### src/rtl/serv_rf_ram_resp_if.sv
// Word-wide SERV register-file SRAM port: write/read requests from the core,
// registered read data and status back from the RAM side.
interface serv_rf_ram_resp_if #(
   parameter int width = 8,
   parameter int aw    = 8
);
   logic [aw-1:0]    i_waddr;
   logic [width-1:0] i_wdata;
   logic             i_wen;
   logic [aw-1:0]    i_raddr;
   logic             i_ren;
   logic [width-1:0] o_rdata;
   logic             o_init_done;
   logic             o_err;

   modport master (
      output i_waddr, i_wdata, i_wen, i_raddr, i_ren,
      input  o_rdata, o_init_done, o_err
   );

   modport slave (
      input  i_waddr, i_wdata, i_wen, i_raddr, i_ren,
      output o_rdata, o_init_done, o_err
   );
endinterface

### src/rtl/serv_rf_ram_resp.sv
// RAM-side responder for the SERV register file: flop array with one-cycle
// read latency, write-first bypass, and a post-reset clear sequencer.
//
// state | meaning
// CLEAR | zeroing mem[ccnt] once per cycle; requests ignored, o_init_done low
// RUN   | serving reads/writes; o_init_done high until the next reset
module serv_rf_ram_resp #(
   parameter int width    = 8,
   parameter int csr_regs = 4,
   parameter int depth    = (32 + csr_regs) * 32 / width,
   parameter int aw       = $clog2(depth)
) (
   input logic               i_clk,
   input logic               i_rst,
   serv_rf_ram_resp_if.slave bus
);

   typedef enum logic {
      CLEAR = 1'b0,
      RUN   = 1'b1
   } state_t;

   localparam logic [aw-1:0] last_addr = aw'(depth - 1);

   logic [width-1:0] mem [depth];

   state_t           state;
   logic [aw-1:0]    ccnt;
   logic [width-1:0] rdata;
   logic             init_done;
   logic             err;

   logic             waddr_ok;
   logic             raddr_ok;
   logic             mem_we;
   logic [aw-1:0]    mem_wa;
   logic [width-1:0] mem_wd;

   assign waddr_ok = (bus.i_waddr <= last_addr);
   assign raddr_ok = (bus.i_raddr <= last_addr);

   // The clear sequencer owns the single write port until RUN.
   always_comb begin
      mem_we = 1'b0;
      mem_wa = '0;
      mem_wd = '0;
      if (state == CLEAR) begin
         mem_we = 1'b1;
         mem_wa = ccnt;
      end else begin
         mem_we = bus.i_wen & waddr_ok;
         mem_wa = bus.i_waddr;
         mem_wd = bus.i_wdata;
      end
   end

   always_ff @(posedge i_clk) begin
      if (mem_we)
         mem[mem_wa] <= mem_wd;
   end

   always_ff @(posedge i_clk or posedge i_rst) begin
      if (i_rst) begin
         state     <= CLEAR;
         ccnt      <= '0;
         rdata     <= '0;
         init_done <= 1'b0;
         err       <= 1'b0;
      end else begin
         case (state)
            CLEAR: begin
               rdata <= '0;
               ccnt  <= ccnt + 1'b1;
               if (ccnt == last_addr) begin
                  state     <= RUN;
                  init_done <= 1'b1;
               end
            end
            RUN: begin
               if (bus.i_ren) begin
                  if (!raddr_ok)
                     rdata <= '0;
                  else if (bus.i_wen && (bus.i_waddr == bus.i_raddr))
                     rdata <= bus.i_wdata;
                  else
                     rdata <= mem[bus.i_raddr];
               end
               if ((bus.i_wen && !waddr_ok) || (bus.i_ren && !raddr_ok))
                  err <= 1'b1;
            end
            default: state <= CLEAR;
         endcase
      end
   end

   assign bus.o_rdata     = rdata;
   assign bus.o_init_done = init_done;
   assign bus.o_err       = err;

endmodule

### src/flat_wrapper.sv
// flat-port wrapper written by rule: the top's interface ports become plain ports
module serv_rf_ram_resp_flat 
#(
   parameter int width    = 8,
   parameter int csr_regs = 4,
   parameter int depth    = (32 + csr_regs) * 32 / width,
   parameter int aw       = $clog2(depth)
)
  (i_clk, i_rst, bus_i_waddr, bus_i_wdata, bus_i_wen, bus_i_raddr, bus_i_ren, bus_o_rdata, bus_o_init_done, bus_o_err);
  serv_rf_ram_resp_if #(.width(width), .aw(aw)) bus_i ();
  input logic i_clk;
  input logic i_rst;
  input wire logic [$bits(bus_i.i_waddr)-1:0] bus_i_waddr;
  input wire logic [$bits(bus_i.i_wdata)-1:0] bus_i_wdata;
  input wire logic [$bits(bus_i.i_wen)-1:0] bus_i_wen;
  input wire logic [$bits(bus_i.i_raddr)-1:0] bus_i_raddr;
  input wire logic [$bits(bus_i.i_ren)-1:0] bus_i_ren;
  output wire logic [$bits(bus_i.o_rdata)-1:0] bus_o_rdata;
  output wire logic [$bits(bus_i.o_init_done)-1:0] bus_o_init_done;
  output wire logic [$bits(bus_i.o_err)-1:0] bus_o_err;
  assign bus_i.i_waddr = bus_i_waddr;
  assign bus_i.i_wdata = bus_i_wdata;
  assign bus_i.i_wen = bus_i_wen;
  assign bus_i.i_raddr = bus_i_raddr;
  assign bus_i.i_ren = bus_i_ren;
  assign bus_o_rdata = bus_i.o_rdata;
  assign bus_o_init_done = bus_i.o_init_done;
  assign bus_o_err = bus_i.o_err;
  serv_rf_ram_resp #(.width(width), .csr_regs(csr_regs), .depth(depth), .aw(aw)) u_core (.i_clk(i_clk), .i_rst(i_rst), .bus(bus_i));
endmodule
### config.mk
export PLATFORM = sky130hd
export DESIGN_NAME = serv_rf_ram_resp_flat
export DESIGN_NICKNAME = d
export VERILOG_FILES = /design/src/rtl/serv_rf_ram_resp_if.sv /design/src/rtl/serv_rf_ram_resp.sv /design/src/flat_wrapper.sv
export SDC_FILE = /design/constraint.sdc
export NUM_CORES = 1
export LEC_CHECK = 0
export ABC_CLOCK_PERIOD_IN_PS = 10400
export BUFFER_PORTS_ARGS = -buffer_cell sky130_fd_sc_hd__buf_4
export CAP_MARGIN = 20
export CORE_MARGIN = 5
export CORE_UTILIZATION = 50
export DETAILED_ROUTE_END_ITERATION = 8
export PLACE_DENSITY = 0.75
export SLEW_MARGIN = 15
export SYNTH_ARGS = -nofsm -noshare
export SYNTH_HDL_FRONTEND = slang
export SYNTH_SLANG_ARGS = --single-unit
### constraint.sdc
create_clock -name i_clk -period 10.4 [get_ports i_clk]
set_input_delay 2.08 -clock i_clk [delete_from_list [all_inputs] [get_ports i_clk]]
set_output_delay 2.08 -clock i_clk [all_outputs]
set_load 0.02 [all_outputs]
**Word-level counts from Yosys, hierarchy flattened**

Memory sizes are Yosys's and may differ from the RTL's.
Index checks and enable logic that the tools add are counted.

- Register bits after elaboration: 19
- Bits in latches: 0
- RAM bits: 1152
- ROM bits: 0
- Input port bits: 28
- Output and inout bits: 10
- Logic and storage cells: 33
- Memories kept: 1

- Add/sub/neg operators: 1
- Multipliers: 0
- Divide/modulo/power cells: 0
- Order comparisons: 2
- Eq/ne operators: 3
- Shift-type cells: 0
- Muxes and demuxes: 11
- Bitwise gates (word level): 2
- Reduce and logical (&&, ||, !) cells: 8

Memory list:

| memory | depth | bits a word | read ports | clocked after memory_dff | write ports | RTL line | source |
|---|---|---|---|---|---|---|---|
| u_core.mem | 144 | 8 | 1 | 0 | 1 | serv_rf_ram_resp.sv:25 | `logic [width-1:0] mem [depth];` |

Operators with widths:

| operator | number |
|---|---|
| 8-bit 2-to-1 mux | 5 |
| 8-bit <= comparator (second input constant) | 2 |
| 8-bit one-hot mux with 2 select lines | 1 |
| 8-bit by 1-bit adder with 8-bit output (second input constant) | 1 |
| 8-bit equality test | 1 |
| 8-bit equality test (second input constant) | 1 |
| 1-bit 2-to-1 mux | 5 |
| 2-bit AND reduction | 2 |
| 1-bit logical AND | 3 |
| 1-bit zero test | 2 |
| 2-bit inequality test (second input constant) | 1 |
| 1-bit AND | 1 |
| 1-bit logical OR | 1 |
| 1-bit inverter | 1 |

**Depth between registers and ports, before layout**

Gate-level depths: netlist of the first run.

- Depth after elaboration: 6
- Depth in mapped cells: 12
- Gate-level depth less buffers: 6

**Least setup slack after synthesis of the first run**

OpenSTA, ideal clock, no wires.

- Kind: input port to flip-flop
- Start: in bus_i_wdata[0]
- End: mem u_core.mem[0][0] (data pin)
- Arrival time: 3.934 ns
- Data required time: 9.825 ns
- Slack: 5.891 ns
- Cell stages on the path: 1
- Path buffers: 0
- Path through: and2_1

- Cells in the longest elaborated chain, start to end: 1

Ends and longest elaborated chain:

| element | RTL line | source |
|---|---|---|
| start: declaration | flat_wrapper.sv:14 | `input wire logic [$bits(bus_i.i_wdata)-1:0] bus_i_wdata;` |
| 8-bit 2-to-1 mux | serv_rf_ram_resp.sv:47 | `if (state == CLEAR) begin` |
| end: declaration | serv_rf_ram_resp.sv:25 |  |

No other way between the ends.

**Worst setup path in the final report of the first run**

- Start: in bus_i_raddr[0]
- End: reg u_core.rdata[4] (netlist: u_core.bus.o_rdata[4])

- Cells in the longest elaborated chain, start to end: 6
- Elaborated cells on any way between the ends: 8
- Classes of those cells: order compare (1); eq/ne (1); mux (4); reduce/logical (1); memory (1)

Ends and longest elaborated chain:

| element | RTL line | source |
|---|---|---|
| start: declaration | flat_wrapper.sv:16 | `input wire logic [$bits(bus_i.i_raddr)-1:0] bus_i_raddr;` |
| parallel branches: the longest is 3 deep, another holds memory 144 x 8 bit | n/a |  |
| 8-bit 2-to-1 mux (*) | serv_rf_ram_resp.sv:81 | `if (!raddr_ok)` |
| 8-bit 2-to-1 mux (*) | serv_rf_ram_resp.sv:80 | `if (bus.i_ren) begin` |
| 8-bit one-hot mux with 2 select lines (*) | serv_rf_ram_resp.sv:70 | `case (state)` |
| end signal: assignment | serv_rf_ram_resp.sv:84 | `rdata <= bus.i_wdata;` |
| end signal: assignment | serv_rf_ram_resp.sv:86 | `rdata <= mem[bus.i_raddr];` |
| end: declaration | serv_rf_ram_resp.sv:29 | `logic [width-1:0] rdata;` |

Mark *: on every way between the ends. The select of a mux whose other input is x is not followed.
A chain may end at the register's enable or synchronous reset.

==> impl_metrics.py, run 1 <==
metrics = {
    "placement": {
        "post-place-ws_ns": 4.49,
        "globalplace.congestion": 0.917,
        "port_buffers": 37,
        "dpl.hpwl_um": 67600,
    },
    "sta": {
        "rsz0062_at_grt": "false",
        "period_needed_ns": 5.20,
        "hold_violations": 0,
        "worstMarginPinSlew_ns": 1.13,
        "finalCritPeriodShare_pct": 50.0,
        "finalSetupViolCount": 0,
        "fin_ws_ns": 5.20,
        "fmax_mhz": 192,
        "relSlewSlack_pct": 24.6,
        "finalMaxSlewViolations": 0,
        "tns_ns": 0,
        "clock_skew_ns": 0.0360,
    },
    "min_path": {
        "min-delay-start": "u_core.ccnt[7]",
        "hp-class": "flop to flop",
        "whs_path_depth": 1,
    },
    "setup_path": {
        "path_buf_inv": 2,
        "cp.depth": 8,
        "critPathMaxFanout": 103,
        "critPathKind": "input pin to flop",
        "critical_path_required_ns": 10.93,
        "cp_slowest_cell": "and2_1",
        "critPathLaunchType": "input pin",
        "cp-end-kind": "flop",
        "rr_worst_depth": 4,
        "crit_chain": "buf_8, buf_12, and2_1, a22oi_1, nand3_1, nand3_1, a2111oi_0, a311oi_1",
        "critPathLaunch": "bus_i_raddr[0]",
        "cp_slowest_stage_delay_ns": 0.92,
        "crit_top_cell": "nand3_1",
        "cpLargestDelayFamily": "simple AND/OR/NAND/NOR gates",
        "rr_startpoint": "u_core.state",
        "crit_arrival_ns": 5.73,
    },
    "floorplan": {
        "dieArea_mm2": 0.0984,
        "die_w_um": 314,
        "io_pins": 38,
        "start_util_pct": 50.3,
        "core_area_mm2": 0.0917,
        "die_h_um": 314,
        "rows": 111,
    },
    "routing": {
        "ant_nets": 0,
        "drc": 0,
        "drtPass1Iterations": 7,
        "vias": 23595,
        "drt_iter0_markers": 3207,
        "wl_um": 111000,
        "post_drt_wl_per_cell_um": 30.0,
        "viasPerCell": 6.41,
    },
    "cts": {
        "cts_tree": "built",
        "cts_buffer_depth": 3,
        "cts_resized": 0,
        "cts_setup_buffers": 0,
        "ctsHtreeMaxLevel": 3,
        "hold_buffers": 0,
        "numCtsBuffers": 109,
        "path_clk_slew_ns": 0.06,
        "clock_latency_ns": 0.69,
        "clock_sinks": 1171,
        "cts-root-buf": "clkbuf_16",
    },
    "logic_synthesis": {
        "synth_top_area_share_pct": 75.0,
        "synth_cell_types": 56,
        "synth.largest_area_cell": "edfxtp_1",
        "synth_edf_count": 1152,
        "post_synth_instance_area_mm2": 0.0461,
        "yosys_most_used_dff": "edfxtp_1",
        "avgSynthCellArea_um2": 19.5,
        "ys_warn_count": 0,
        "yosysSeqAreaShare_pct": 76.0,
        "synth.net_count": 2395,
        "syn_inst": 2366,
        "ys_ff_latch": 1171,
        "synth_area_leaders": "edfxtp_1, mux4_2, mux2i_1, a22oi_1, nor2_1",
        "synthArstFlopShare_pct": 1.62,
    },
    "run": {
        "max_cap_violations": 0,
    },
    "global_route": {
        "grt_antenna_before_repair": 3,
        "grt_pass1_wl_um": 162000,
        "grt_pass1_vias": 23623,
        "grt_max_degree": 117,
        "grt_use_total_pct": 22.4,
        "overflow": 0,
    },
    "outcome": {
        "outcome": "complete, no violations",
    },
    "power": {
        "ir_drop_mv": 0.134,
        "powerDensity_mw_per_mm2": 182,
        "p_leak_nw": 13.5,
    },
    "layout": {
        "multi_input_area_mm2": 0.0103,
        "drive_above_1_share_pct": 18.9,
        "fill_cells": 6666,
        "areaGrowthSynthToFinish_pct": 10.6,
        "nNetsFinal": 2437,
        "utilization_pct": 55.6,
        "ff_latch_area_mm2": 0.0351,
    },
}
[layout make-up]
class	instances	share of cell area (%)
clock buffers	129	5.50
flip-flops and latches	1171	68.8
well taps	1186	2.91
inverters	10	0.0736
clock inverters	70	1.41
diodes	1	0.00491
repair buffers	67	1.06
multi-input cells	1049	20.3
[report_power, final]
group / total [mW] / switching [mW] / internal (mW)
Sequential: 5.10 / 0 / 5.10
Clock: 3.95 / 1.71 / 2.23
Combinational: 0.238 / 0.156 / 0.0819
[synth_stat cells, drive strengths merged, types with 2 or more instances]
cell and n:
dfrtp 19, buf 83, nand2b 7, nor4 5
nand3b 2, inv 10, edfxtp 1152, o31ai 6
o22ai 4, a211oi 2, a221oi 8, or4 3
nor3 5, nand4 8, o221ai 12, a31oi 2
nor2b 11, o311a 3, mux2 22, a2111oi 2
o32ai 5, nor2 164, mux4 200, a22o 4
xnor2 14, a22oi 107, o21bai 2, o31a 5
a21oi 22, o21ai 17, and3 6, a311oi 5
and4 5, nand3 64, nor3b 11, nand2 87
clkbuf 53, and2 13, mux2i 206
[layer usage]
layer | track usage (%) | vias to the layer above | wire length (um)
met1 | 31.6 | 12176 | 42400
met2 | 34.6 | 1442 | 51600
met4 | 7.20 | 4 | 3790
met3 | 6.10 | 229 | 12700
li1 | - | 9744 | -
met5 | 0.543 | - | 83
[per-stage QoR]
stage,area (um2),hold slack (ns),power (mW),instances
after CTS,51000,0.527,9.31,3681
after floorplan,46100,0.488,5.36,2366
final,51000,0.553,9.28,3683
after global routing,51000,0.581,9.53,3682
after detailed placement,47500,0.517,5.44,3482
after global placement,47400,0.520,5.43,3481
[path summary, 6_finish.rpt]
kind                       slack, ns               endpoint
max                             5.20  u_core.bus.o_rdata[4]
min                             0.55         u_core.ccnt[7]
max reg2reg                     6.46      u_core.mem[75][6]
min reg2reg                     0.55         u_core.ccnt[7]
max in group asynchronous       8.05         u_core.ccnt[1]
min in group asynchronous       1.68         u_core.ccnt[6]
[cells in the final DEF, fill, tap and decap left out, types with 10 or more instances in the layout]
cell type,instances
clkbuf_16,109
clkinv_1,11
nand3_1,64
mux4_2,200
a21oi_1,22
xnor2_1,14
nand2_1,87
inv_1,10
o221ai_1,12
mux2_2,22
dfrtp_1,19
clkbuf_1,20
mux2i_1,206
o21ai_0,14
bufinv_16,12
edfxtp_1,1152
nor2_1,164
a22oi_1,107
clkinv_2,29
buf_4,60
[sequential cells by signal, summed over array words and instances, names as in the netlist]
signal,flops
u_core.mem,1152
u_core.bus.o_rdata,8
u_core.ccnt,8
u_core.bus.o_err,1
u_core.bus.o_init_done,1
u_core.state,1
[kinds of logic after synthesis]
logic type | count (synthesis) | share of synthesized area, %
fa+ha+maj | 1 | 0.0271
mux | 428 | 14.8
simple gates | 395 | 3.92
xor+xnor | 15 | 0.285
buf+inv | 146 | 1.62
compound gates | 210 | 3.33
flops | 1171 | 76.0
[worst register-to-register path, stage by stage (launching register included)]
cell	delay, ns
dfrtp_1	0.60
buf_4	0.35
o32ai_1	0.92
nand2_1	0.75
nor2_1	0.93
No activity file was read; power rests on OpenSTA's default activity.
==> inputs of run 2 (changes only) <==
Settings changed: ABC_CLOCK_PERIOD_IN_PS 10400 to 5450.
Clock period 10.4 ns to 5.45 ns, I/O delays scaled along.
==> impl_metrics.py, run 2 (same netlist as run 1, synthesis figures left out) <==
metrics = {
    "global_route": {
        "grt_antenna_before_repair": 3,
        "grt_max_degree": 106,
        "grt_use_total_pct": 23.1,
        "grt_pass1_wl_um": 167000,
        "grt_pass1_vias": 24049,
        "overflow": 0,
    },
    "setup_path": {
        "crit_chain": "buf_4, o31ai_1, nand2_1, o32ai_1, nand2_1, nor2_1",
        "cp-end-kind": "flop",
        "critPathKind": "input pin to flop",
        "reg2reg_to": "u_core.mem[20][6]",
        "cpLargestDelayFamily": "simple AND/OR/NAND/NOR gates",
        "rr_worst_depth": 5,
        "cp_slowest_stage_delay_ns": 0.93,
        "rr_startpoint": "u_core.state",
        "path_buf_inv": 1,
        "crit_top_cell": "nand2_1",
        "r2r_slack_ns": 1.58,
        "critical_path_required_ns": 5.76,
        "crit_arrival_ns": 4.36,
        "cp_slowest_cell": "nor2_1",
        "critPathMaxFanout": 9,
        "critPathLaunchType": "input pin",
    },
    "layout": {
        "areaGrowthSynthToFinish_pct": 12.0,
        "largest_reg_flops": 1152,
        "largest_register": "u_core.mem",
        "layoutNonFillerInstCount": 3733,
        "nNetsFinal": 2476,
        "layout_common_cells": "edfxtp_1, mux2i_1, mux4_2",
        "fill_cells": 6586,
        "fin_area_mm2": 0.0517,
        "final_common_cell": "edfxtp_1",
        "drive_above_1_share_pct": 20.4,
    },
    "min_path": {
        "min-delay-start": "u_core.bus.o_err",
        "whs_path_depth": 1,
        "hp-class": "flop to flop",
        "hold_end": "u_core.bus.o_err",
    },
    "floorplan": {
        "die_w_um": 314,
        "start_util_pct": 50.3,
        "core_area_mm2": 0.0917,
        "die_h_um": 314,
        "dieArea_mm2": 0.0984,
        "io_pins": 38,
        "rows": 111,
    },
    "placement": {
        "port_buffers": 37,
        "post-place-ws_ns": 0.956,
        "placedInstanceArea_mm2": 0.0477,
        "globalplace.congestion": 1.03,
        "dpl.hpwl_um": 70400,
        "dpl.cell_count": 3516,
    },
    "routing": {
        "dr_wl_met2_um": 54100,
        "vias": 24332,
        "ant_nets": 0,
        "viasPerCell": 6.52,
        "wl_um": 115000,
        "post_drt_wl_per_cell_um": 30.8,
        "highest_layer": "met4",
        "drc": 0,
        "wl_met1_um": 43200,
        "drtPass1Iterations": 7,
        "drt_iter0_markers": 3772,
        "met3WireLength_um": 13800,
    },
    "cts": {
        "path_clk_slew_ns": 0.06,
        "clock_sinks": 1171,
        "cts_tree": "built",
        "numCtsBuffers": 112,
        "cts_setup_buffers": 0,
        "cts-root-buf": "clkbuf_16",
        "clock_latency_ns": 0.69,
        "cts_resized": 0,
        "hold_buffers": 0,
        "ctsHtreeMaxLevel": 3,
        "cts_buffer_depth": 3,
    },
    "power": {
        "pwr-share-seq_pct": 53.3,
        "ir_drop_mv": 0.302,
        "p_int_mw": 14.6,
        "power_switching_mw": 3.68,
        "power.share.clock_pct": 44.2,
        "powerDensity_mw_per_mm2": 354,
        "p_leak_nw": 13.9,
        "swShare_pct": 20.1,
        "pwr-share-comb_pct": 2.6,
    },
    "sta": {
        "fin_ws_ns": 1.40,
        "finalSetupViolCount": 0,
        "finalCritPeriodShare_pct": 74.3,
        "relSlewSlack_pct": 11.6,
        "period_needed_ns": 4.05,
        "rsz0062_at_grt": "false",
        "clock_skew_ns": 0.0349,
        "fmax_mhz": 247,
        "hold_violations": 0,
        "tns_ns": 0,
        "finalMaxSlewViolations": 0,
        "worstMarginPinSlew_ns": 1.31,
    },
    "outcome": {
        "outcome": "complete, no violations",
    },
    "run": {
        "max_cap_violations": 0,
    },
}
run 2: cell count changes in the layout (fill, tap and decap cells not counted), moves of 2 or more:
cell        change
buf_4          +34
clkinvlp_4      -7
bufinv_16       +6
buf_16          +2
clkbuf_8        +3
clkbuf_1        +2
buf_12          +2
clkbuf_16       +3
clkinv_2        +5
clkinv_8        +2
inv_6           -3
run 2: layer usage:
layer / up-vias / track usage [%]
met4: 0 / 7.40
met2: 1646 / 35.4
met3: 269 / 6.94
li1: 9833 / -
met5: - / 0
met1: 12584 / 32.3
run 2: power by group through the flow:
stage          registers [mW]  logic, mW  clock network [mW]
3_3_place_gp             9.93      0.450                   0
4_1_cts                  9.73      0.457                8.11
2_1_floorplan            9.93      0.304                   0
3_5_place_dp             9.93      0.455                   0
5_1_grt                  9.73      0.482                8.51
6_report                 9.73      0.471                8.07
run 2: layout make-up:
class                   count  area [um2]  area share (%)
flip-flops and latches   1171       35100            67.9
multi-input cells        1049       10300            20.0
clock buffers             137        2930            5.66
well taps                1186        1480            2.87
clock inverters            75         923            1.79
repair buffers            103         877            1.70
inverters                  10        37.5          0.0726
diodes                      2        5.00         0.00969
run 2: stage by stage:
| step | hold slack [ns] | power, mW | utilization [%] |
|---|---|---|---|
| 3_3_place_gp | 0.448 | 10.4 | 52.1 |
| 4_1_cts | 0.512 | 18.3 | 56.3 |
| 6_report | 0.502 | 18.3 | 56.4 |
| 3_5_place_dp | 0.488 | 10.4 | 52.1 |
| 2_1_floorplan | 0.488 | 10.2 | - |
| 5_1_grt | 0.532 | 18.7 | 56.4 |
run 2: worst max path at each step:
stage | start | to | slack [ns] | cells after the start
2_1_floorplan | u_core.state | u_core.mem[0][0] | 1.80 | 4
3_3_place_gp | bus_i_raddr[1] | u_core.bus.o_rdata[6] | 1.07 | 8
3_5_place_dp | bus_i_waddr[4] | u_core.mem[20][1] | 0.96 | 6
4_1_cts | bus_i_waddr[4] | u_core.mem[20][5] | 1.68 | 6
5_1_grt | bus_i_waddr[4] | u_core.mem[20][5] | 1.43 | 6
6_report | bus_i_waddr[4] | u_core.mem[20][6] | 1.40 | 6
